### config.mk
export PLATFORM = sky130hd
export DESIGN_NAME = phase_bus_scheduler_flat
export DESIGN_NICKNAME = d
export VERILOG_FILES = /design/src/rtl/phase_bus_scheduler_if.sv /design/src/rtl/phase_bus_scheduler.sv /design/src/flat_wrapper.sv
export SDC_FILE = /design/constraint.sdc
export NUM_CORES = 1
export LEC_CHECK = 0
export BUFFER_PORTS_ARGS = -buffer_cell sky130_fd_sc_hd__buf_4
export CORE_MARGIN = 5
export CORE_UTILIZATION = 55
export DETAILED_ROUTE_END_ITERATION = 8
export GPL_TIMING_DRIVEN = 0
export HOLD_SLACK_MARGIN = 0.02
export PLACE_DENSITY = 0.83
export SETUP_SLACK_MARGIN = 0.4
export SYNTH_ARGS = -nofsm -noshare
export SYNTH_HDL_FRONTEND = slang
export SYNTH_SLANG_ARGS = --single-unit
### constraint.sdc
create_clock -name clock -period 4 [get_ports clock]
set_input_delay 0 -clock clock [delete_from_list [all_inputs] [get_ports clock]]
set_output_delay 0 -clock clock [all_outputs]
set_load 0.01 [all_outputs]
### src/rtl/phase_bus_scheduler_if.sv
// Command handshake between the command parser and the phase-bus scheduler.
// The parser drives the command fields; the scheduler answers with ready.
interface phase_bus_scheduler_if;
  logic        cmd_valid;
  logic        cmd_ready;
  logic [1:0]  cmd_opcode;
  logic [39:0] cmd_params;
  logic [1:0]  cmd_type;

  modport master (output cmd_valid, cmd_opcode, cmd_params, cmd_type, input cmd_ready);
  modport slave  (input cmd_valid, cmd_opcode, cmd_params, cmd_type, output cmd_ready);
endinterface

### src/rtl/phase_bus_scheduler.sv
// Phase-bus scheduler: runs one engine at a time with a run timeout, a release
// handshake and an idle gap on the phase bus between operations.
module phase_bus_scheduler #(
  parameter int CLOCK_FREQUENCY = 27000000,
  parameter int TIMEOUT_CYCLES  = 27000,
  parameter int GAP_CYCLES      = 21
) (
  input  logic                        clock,
  input  logic                        reset,
  phase_bus_scheduler_if.slave        cmd,
  input  logic                        tx_busy,
  output logic                        lamp_card_reset_activate,
  output logic                        substate_pb_i_write4_active,
  output logic                        substate_pb_read4_active,
  output logic                        substate_pb_adc4_active,
  input  logic                        lamp_card_reset_complete,
  input  logic                        substate_pb_i_write4_complete,
  input  logic                        substate_pb_read4_complete,
  input  logic                        substate_pb_adc4_complete,
  output logic [39:0]                 command_param_data,
  output logic [1:0]                  CommandType,
  output logic                        busy,
  output logic                        error,
  output logic [1:0]                  error_code,
  output logic [7:0]                  cmd_count
);
  // state    | meaning
  // INIT_RUN | lamp card reset engine running after reset
  // INIT_GAP | bus idle gap after the power-up reset
  // IDLE     | waiting for a command
  // ACTIVE   | selected engine running
  // RELEASE  | activate dropped, waiting for the engine to drop complete
  // GAP      | bus idle gap after a command or abort
  // ABORT    | timeout seen, error raised, going to GAP

  localparam int TW = $clog2(TIMEOUT_CYCLES) + 1;
  // The gap never shrinks below 750 ns, whatever GAP_CYCLES is set to.
  localparam longint MIN_GAP = (longint'(CLOCK_FREQUENCY) * 64'sd750 + 64'sd999_999_999)
                               / 64'sd1_000_000_000;
  localparam int GAP_EFF = (longint'(GAP_CYCLES) > MIN_GAP) ? GAP_CYCLES : int'(MIN_GAP);
  localparam logic [TW-1:0] TIMER_LAST = TW'(TIMEOUT_CYCLES - 1);
  localparam logic [TW-1:0] GAP_LAST   = TW'(GAP_EFF - 1);

  typedef enum logic [2:0] {
    S_INIT_RUN, S_INIT_GAP, S_IDLE, S_ACTIVE, S_RELEASE, S_GAP, S_ABORT
  } state_t;

  state_t        state, state_next;
  logic [TW-1:0] timer;
  logic [1:0]    opcode;
  logic          in_init;
  logic [3:0]    complete_vec, act, act_next;
  logic          sel_complete, timer_done, ready, accept, op_done;

  assign complete_vec = {substate_pb_adc4_complete, substate_pb_read4_complete,
                         substate_pb_i_write4_complete, lamp_card_reset_complete};
  // opcode resets to 0, so during power-up the lamp engine is the selected one.
  assign sel_complete  = complete_vec[opcode];
  assign timer_done    = (timer == TIMER_LAST);
  assign ready         = (state == S_IDLE) && !tx_busy;
  assign cmd.cmd_ready = ready;
  assign accept        = cmd.cmd_valid && ready;
  assign busy          = (state != S_IDLE);

  always_ff @(posedge clock or posedge reset) begin
    if (reset) state <= S_INIT_RUN;
    else       state <= state_next;
  end

  always_comb begin
    state_next = state;
    act_next   = '0;
    op_done    = 1'b0;
    case (state)
      S_INIT_RUN: begin
        if (lamp_card_reset_complete) state_next = S_RELEASE;
        else if (timer_done)          state_next = S_ABORT;
      end
      S_INIT_GAP, S_GAP: begin
        if (timer == GAP_LAST) state_next = S_IDLE;
      end
      S_IDLE: begin
        if (accept) state_next = S_ACTIVE;
      end
      S_ACTIVE: begin
        if (sel_complete) begin
          state_next = S_RELEASE;
          op_done    = 1'b1;
        end else if (timer_done) begin
          state_next = S_ABORT;
        end
      end
      S_RELEASE: begin
        if (!sel_complete)   state_next = in_init ? S_INIT_GAP : S_GAP;
        else if (timer_done) state_next = S_ABORT;
      end
      S_ABORT:  state_next = S_GAP;
      default:  state_next = S_INIT_RUN;
    endcase
    // Activates are registered from the next state so reset clears them at once.
    case (state_next)
      S_INIT_RUN: act_next = 4'b0001;
      S_ACTIVE:   act_next = 4'b0001 << (accept ? cmd.cmd_opcode : opcode);
      default:    act_next = '0;
    endcase
  end

  always_ff @(posedge clock or posedge reset) begin
    if (reset) begin
      timer <= '0;
    end else if (state_next != state || state == S_IDLE) begin
      timer <= '0;
    end else begin
      timer <= timer + TW'(1);
    end
  end

  always_ff @(posedge clock or posedge reset) begin
    if (reset) begin
      act                <= '0;
      opcode             <= '0;
      in_init            <= 1'b1;
      command_param_data <= '0;
      CommandType        <= '0;
      error              <= 1'b0;
      error_code         <= '0;
      cmd_count          <= '0;
    end else begin
      act <= act_next;
      if (accept) begin
        opcode             <= cmd.cmd_opcode;
        command_param_data <= cmd.cmd_params;
        CommandType        <= cmd.cmd_type;
        error              <= 1'b0;
        error_code         <= 2'd0;
      end
      if (state_next == S_IDLE) in_init <= 1'b0;
      if (op_done) cmd_count <= cmd_count + 8'd1;
      if (state != S_ABORT && state_next == S_ABORT) begin
        error      <= 1'b1;
        error_code <= in_init ? 2'd2 : 2'd1;
      end
    end
  end

  assign lamp_card_reset_activate    = act[0];
  assign substate_pb_i_write4_active = act[1];
  assign substate_pb_read4_active    = act[2];
  assign substate_pb_adc4_active     = act[3];
endmodule

### src/flat_wrapper.sv
// flat-port wrapper written by rule: the top's interface ports become plain ports
module phase_bus_scheduler_flat 
#(
  parameter int CLOCK_FREQUENCY = 27000000,
  parameter int TIMEOUT_CYCLES  = 27000,
  parameter int GAP_CYCLES      = 21
)
  (clock, reset, tx_busy, lamp_card_reset_activate, substate_pb_i_write4_active, substate_pb_read4_active, substate_pb_adc4_active, lamp_card_reset_complete, substate_pb_i_write4_complete, substate_pb_read4_complete, substate_pb_adc4_complete, command_param_data, CommandType, busy, error, error_code, cmd_count, cmd_cmd_valid, cmd_cmd_opcode, cmd_cmd_params, cmd_cmd_type, cmd_cmd_ready);
  phase_bus_scheduler_if cmd_i ();
  input  logic clock;
  input  logic reset;
  input  logic tx_busy;
  output logic lamp_card_reset_activate;
  output logic substate_pb_i_write4_active;
  output logic substate_pb_read4_active;
  output logic substate_pb_adc4_active;
  input  logic lamp_card_reset_complete;
  input  logic substate_pb_i_write4_complete;
  input  logic substate_pb_read4_complete;
  input  logic substate_pb_adc4_complete;
  output logic [39:0] command_param_data;
  output logic [1:0] CommandType;
  output logic busy;
  output logic error;
  output logic [1:0] error_code;
  output logic [7:0] cmd_count;
  input wire logic [$bits(cmd_i.cmd_valid)-1:0] cmd_cmd_valid;
  input wire logic [$bits(cmd_i.cmd_opcode)-1:0] cmd_cmd_opcode;
  input wire logic [$bits(cmd_i.cmd_params)-1:0] cmd_cmd_params;
  input wire logic [$bits(cmd_i.cmd_type)-1:0] cmd_cmd_type;
  output wire logic [$bits(cmd_i.cmd_ready)-1:0] cmd_cmd_ready;
  assign cmd_i.cmd_valid = cmd_cmd_valid;
  assign cmd_i.cmd_opcode = cmd_cmd_opcode;
  assign cmd_i.cmd_params = cmd_cmd_params;
  assign cmd_i.cmd_type = cmd_cmd_type;
  assign cmd_cmd_ready = cmd_i.cmd_ready;
  phase_bus_scheduler #(.CLOCK_FREQUENCY(CLOCK_FREQUENCY), .TIMEOUT_CYCLES(TIMEOUT_CYCLES), .GAP_CYCLES(GAP_CYCLES)) u_core (.clock(clock), .reset(reset), .cmd(cmd_i), .tx_busy(tx_busy), .lamp_card_reset_activate(lamp_card_reset_activate), .substate_pb_i_write4_active(substate_pb_i_write4_active), .substate_pb_read4_active(substate_pb_read4_active), .substate_pb_adc4_active(substate_pb_adc4_active), .lamp_card_reset_complete(lamp_card_reset_complete), .substate_pb_i_write4_complete(substate_pb_i_write4_complete), .substate_pb_read4_complete(substate_pb_read4_complete), .substate_pb_adc4_complete(substate_pb_adc4_complete), .command_param_data(command_param_data), .CommandType(CommandType), .busy(busy), .error(error), .error_code(error_code), .cmd_count(cmd_count));
endmodule
Word-level counts from Yosys, hierarchy flattened
Index checks and enable logic that the tools add are counted.

Bits of input ports: 52. Output and inout bits: 59. Bits in registers: 79. Logic and storage cells: 57.

Add/sub/neg operators: 2. Order comparisons: 1. Reduce and logical (&&, ||, !) cells: 9. Muxes and demuxes: 20. Equality and inequality tests: 14. Shift operators: 1.

Operators by type and width (count): 3-bit two-way mux (7); 3-bit one-hot mux with 6 select lines (1); 16-bit by 1-bit adder with 16-bit output (second input constant) (1); 16-bit by 15-bit == test with 1-bit output (second input constant) (1); 16-bit by 5-bit == test with 1-bit output (second input constant) (1); 16-bit two-way mux (1); 3-bit by 2-bit == test with 1-bit output (second input constant) (4); 3-bit == test (second input constant) (4); 8-bit by 1-bit adder with 8-bit output (second input constant) (1); 2-bit two-way mux (4); 4-bit one-hot mux with 2 select lines (1); 3-bit logical NOT (2); 1-bit two-way mux (5); 1-bit by 2-bit left shift with 4-bit output (first input constant) (1); 3-bit by 1-bit == test with 1-bit output (second input constant) (1); 1-bit logical AND (3); 2-bit by 3-bit < comparator with 1-bit output (second input constant) (1); 3-bit by 2-bit inequality test with 1-bit output (second input constant) (1); 3-bit inequality test (1); 3-bit inequality test (second input constant) (1); 1-bit binary-select mux with 2-bit select (1); 2-bit nonzero test (1); 2-bit OR reduction (1); 1-bit logical NOT (1); 1-bit logical OR (1).

Logic depth before layout (Yosys ltp)
Depth after elaboration: 8. Gate-level depth with buffers: 9.

Least setup slack after synthesis
OpenSTA, ideal clock, no wires.

Kind: reg2reg. Start point: register u_core.timer[9]. End point: register u_core.error_code[0]. Stages on the path, launching flop included: 7. Path slack: 1.606 ns. Arrival time: 2.314 ns. Period minus slack after synthesis: 2.394 ns. Buffers on the path: 0. Library setup time: 0.079 ns. Path through: dfrtp_1 or4_4 or4_4 nor4b_4 or3_4 nor3b_4 mux2i_1.

Longest elaborated chain between the ends: 7. Elaborated cells on any way between the ends: 12. Classes of those cells: eq/ne (3); mux (7); reduce/logical (2).

RTL lines: from (decl) (line phase_bus_scheduler.sv:49) `logic [TW-1:0] timer;`; from (signal assigned) (line phase_bus_scheduler.sv:114) `timer <= timer + TW'(1);`; 16-bit by 15-bit == test with 1-bit output (line phase_bus_scheduler.sv:59) `assign timer_done = (timer == TIMER_LAST);`; 3-bit two-way mux (line phase_bus_scheduler.sv:77, phase_bus_scheduler.sv:89, phase_bus_scheduler.sv:95); 3-bit two-way mux, on equally long branches (line phase_bus_scheduler.sv:94, phase_bus_scheduler.sv:76, phase_bus_scheduler.sv:86); 3-bit one-hot mux with 6 select lines (*) (line phase_bus_scheduler.sv:74) `case (state)`; net u_core.state_next[1] (line phase_bus_scheduler.sv:48) `state_t state, state_next;`; 3-bit == test (*) (line phase_bus_scheduler.sv:139) `if (state != S_ABORT && state_next == S_ABORT) begin`; 1-bit logical AND (*) (line phase_bus_scheduler.sv:139); 2-bit two-way mux / 2-bit nonzero test (equally long branches); to (signal assigned) (line phase_bus_scheduler.sv:141) `error_code <= in_init ? 2'd2 : 2'd1;`; to (decl) (line phase_bus_scheduler.sv:24) `output logic [1:0] error_code,`.

Mark *: on every way through the listed nets, which the timed path passes. The rest lies on a longest branch. A chain may end at the register's enable or synchronous reset.

Final worst setup path
Start point: register u_core.state[0]. End point: register u_core.act[0].

Longest elaborated chain between the ends: 7. Elaborated cells on any way between the ends: 22. Classes of those cells: eq/ne (7); shift (1); mux (9); reduce/logical (5).

RTL lines: from (decl) (line phase_bus_scheduler.sv:48); from (signal assigned) (line phase_bus_scheduler.sv:67) `else state <= state_next;`; 3-bit by 2-bit == test with 1-bit output (line phase_bus_scheduler.sv:60, phase_bus_scheduler.sv:74); 1-bit logical AND (line phase_bus_scheduler.sv:60) `assign ready = (state == S_IDLE) && !tx_busy;`; 1-bit logical AND (line phase_bus_scheduler.sv:62) `assign accept = cmd.cmd_valid && ready;`; 3-bit two-way mux (line phase_bus_scheduler.sv:83) `if (accept) state_next = S_ACTIVE;`; 3-bit one-hot mux with 6 select lines (line phase_bus_scheduler.sv:74); 3-bit by 2-bit == test with 1-bit output / 3-bit logical NOT (equally long branches) (line phase_bus_scheduler.sv:101) `case (state_next)`; 4-bit one-hot mux with 2 select lines (*) (line phase_bus_scheduler.sv:101); net u_core.act_next[0] (line phase_bus_scheduler.sv:52) `logic [3:0] complete_vec, act, act_next;`; to (signal assigned) (line phase_bus_scheduler.sv:129) `act <= act_next;`; to (decl) (line phase_bus_scheduler.sv:52).

Marked as above.

==> flow_metrics.env <==
export IMPL_status="finished, final reports clean"
export IMPL_core_area_sq_um=6280
export IMPL_initialDrtViolationCount=357
export IMPL_fin_crit_ps=2820
export IMPL_start_util_pct=56.0
export IMPL_crit_path_end_kind="flop"
export IMPL_layout_commonest_cell="nand2_1"
export IMPL_place_gp_congestion=0.866
export IMPL_setup_worst_path_class="flop to flop"
export IMPL_p_per_area_nw_per_um2=367
export IMPL_hp_class="input pin to asynchronous set/reset pin"
export IMPL_synth_cell_types=52
export IMPL_cp_slowest_stage_delay_ps=670
export IMPL_rsz0062_at_grt="no"
export IMPL_antenna_found_initial=1
export IMPL_numCtsBuffers=9
export IMPL_synth_seq_area_share_pct=56.2
export IMPL_finalPower_mw=1.87
export IMPL_io_pin_count=111
export IMPL_ys_flop_type="dfrtp_1"
export IMPL_drc=0
export IMPL_nets=592
export IMPL_cp_max_fo=10
export IMPL_slowest_stage="nor4b_1"
export IMPL_cts_resized=0
export IMPL_area_growth_pct=45.2
export IMPL_worst_pin_slew_ps=682
export IMPL_portBuffers=110
export IMPL_clock_fmax_ghz=0.355
export IMPL_min_period_over_period_pct=70.5
export IMPL_hold_viol_final=0
export IMPL_final_antenna_net_count=0
export IMPL_p_leak_nw=2.67
export IMPL_critPathRequiredTime_ps=4260
export IMPL_vias_per_cell=5.74
export IMPL_fin_util_pct=81.4
export IMPL_first_pass_iters=5
export IMPL_setup_viol=0
export IMPL_irDropWorstVdd_v=0.000282
export IMPL_synthesis_area_sq_um=3520
export IMPL_cts_root_buf="clkbuf_8"
export IMPL_vias=3555
export IMPL_die_y_microns=90.0
export IMPL_die_x_microns=90.0
export IMPL_cpMostUsedCell="clkbuf_1"
export IMPL_setup_tns_final_ps=0
export IMPL_cp_arrival_ps=3080
export IMPL_synth_edf_count=0
export IMPL_path_buf_inv=3
export IMPL_slew_limit_headroom_pct=53.9
export IMPL_cts_sinks=79
export IMPL_cts_max_level=3
export IMPL_first_global_vias=3851
export IMPL_cp_top_family="simple AND/OR/NAND/NOR gates"
export IMPL_postCtsHoldBufs=45
export IMPL_clock_path_buffers=2
export IMPL_crit_chain="clkbuf_1 > nor4b_1 > and2_1 > clkbuf_1 > mux2i_1 > clkinv_1 > o32ai_1"
export IMPL_async_flop_share_pct=100
export IMPL_postCtsSetupBuffers=0
export IMPL_worstSkewPairLatency_ps=370
export IMPL_drv_slew=0
export IMPL_syn_nets=425
export IMPL_synthCells=370
export IMPL_cts_tree="built"
export IMPL_fp_row_count=29
export IMPL_wire_per_inst_microns=20.8
export IMPL_synth_warnings=0
export IMPL_die_area_sq_um=8100
export IMPL_cp_start_kind="flop"
export IMPL_layout_common_cells="nand2_1 (138), buf_4 (111), dfrtp_1 (78), dlygate4sd3_1 (45), nor2_1 (27)"
export IMPL_grt_max_degree=66
export IMPL_clk_pin_slew_ps=90
export IMPL_grt_use_total_pct=32.2
export IMPL_layout_drive_gt1_share_pct=26.4
export IMPL_wirelength_mm=12.9
export IMPL_fillers=342
export IMPL_grt_overflow=0
export IMPL_ys_seq_elements=79
export IMPL_syn_mean_instance_area_sq_um=9.51
export IMPL_dp_hpwl_mm=6.21
export IMPL_final_setup_skew_ps=14.6
export IMPL_maxCapViolations=0
export IMPL_grt_pass1_wl_mm=20.4
registers in the layout, indices dropped and copies added, names as in the netlist:
name                       count
u_core.CommandType             2
u_core.act                     4
u_core.cmd_count               8
u_core.command_param_data     40
u_core.error                   1
u_core.error_code              2
u_core.in_init                 1
u_core.opcode                  2
u_core.state                   3
u_core.timer                  16
worst paths after layout:
path,slack (ps),startpoint,cells past startpoint,endpoint
hold / removal,140,reset,3,u_core.command_param_data[35]
max in group asynchronous,3250,reset,4,u_core.in_init
setup reg to reg,1180,u_core.state[0],7,u_core.act[0]
setup / recovery,1180,u_core.state[0],7,u_core.act[0]
hold reg to reg,490,u_core.cmd_count[7],1,u_core.cmd_count[7]
min in group clock,150,cmd_cmd_valid,4,u_core.state[0]
per-stage QoR:
step | worst slack [ps] | cell area [sq um] | hold WS, ps | instances
after floorplan | 1610 | 3520 | 63.4 | 370
after global placement | 1100 | 4440 | 189 | 557
after detailed placement | 1390 | 4470 | -54.7 | 558
after CTS | 1310 | 5110 | 127 | 618
after global routing | 1010 | 5110 | 154 | 619
final | 1180 | 5110 | 139 | 619
Yosys cell counts (4+ instances only):
| cell type | instances | area, sq um |
|---|---|---|
| o21ai_0 | 4 | 20.0 |
| clkbuf_1 | 12 | 45.0 |
| mux2i_1 | 4 | 40.0 |
| nand4_1 | 5 | 31.3 |
| xor2_1 | 7 | 61.3 |
| dfrtp_1 | 78 | 1950 |
| nand2_1 | 138 | 518 |
| xnor2_1 | 16 | 140 |
| nor2_1 | 27 | 101 |
| nand3_1 | 9 | 45.0 |
| inv_1 | 12 | 45.0 |
| nor4_1 | 4 | 25.0 |
logic make-up (layout without fill, tap and decap cells):
logic type | Yosys count | after routing | synth area share, %
multiplexers | 8 | 8 | 2.74
adder cells (fa/ha/maj) | 3 | 3 | 1.07
other | 0 | 1 | 0
flip-flops | 79 | 79 | 56.2
XOR/XNOR | 23 | 23 | 5.73
AO/OA/AOI/OAI | 18 | 18 | 3.84
AND/OR/NAND/NOR | 211 | 211 | 27.3
buffers and inverters | 28 | 199 | 3.09
layout make-up:
| class | instances | area [sq um] | area share, % |
|---|---|---|---|
| Antenna cell | 1 | 2.50 | 0.0490 |
| Tap cell | 77 | 96.3 | 1.89 |
| Inverter | 15 | 58.8 | 1.15 |
| Clock buffer | 10 | 128 | 2.50 |
| Multi-Input combinational cell | 263 | 1430 | 28.0 |
| Timing Repair Buffer | 156 | 1300 | 25.5 |
| Buffer | 13 | 52.6 | 1.03 |
| Sequential cell | 79 | 1980 | 38.7 |
| Clock inverter | 5 | 58.8 | 1.15 |
layer usage:
layer / vias to the layer above / routed length, microns / track usage [%] / part of all wire [%]
li1: 1534 / - / - / -
met1: 1697 / 4410 / 35.9 / 34
met2: 249 / 6490 / 53.0 / 50
met3: 75 / 1130 / 9.43 / 8.8
met4: 0 / 843 / 21.6 / 6.5
met5: - / 0 / 0 / 0
power breakdown:
part           switching [mW]  total (mW)  internal, mW
registers              0.0395       0.870         0.830
logic                   0.223       0.389         0.167
clock network           0.329       0.615         0.287
worst reg2reg max path, cell delays in order (launching register included):
cell and delay (ps):
dfrtp_1 400, clkbuf_1 240, nor4b_1 670, and2_1 210
clkbuf_1 430, mux2i_1 360, clkinv_1 190, o32ai_1 180
No activity file was read; power rests on OpenSTA's default activity.
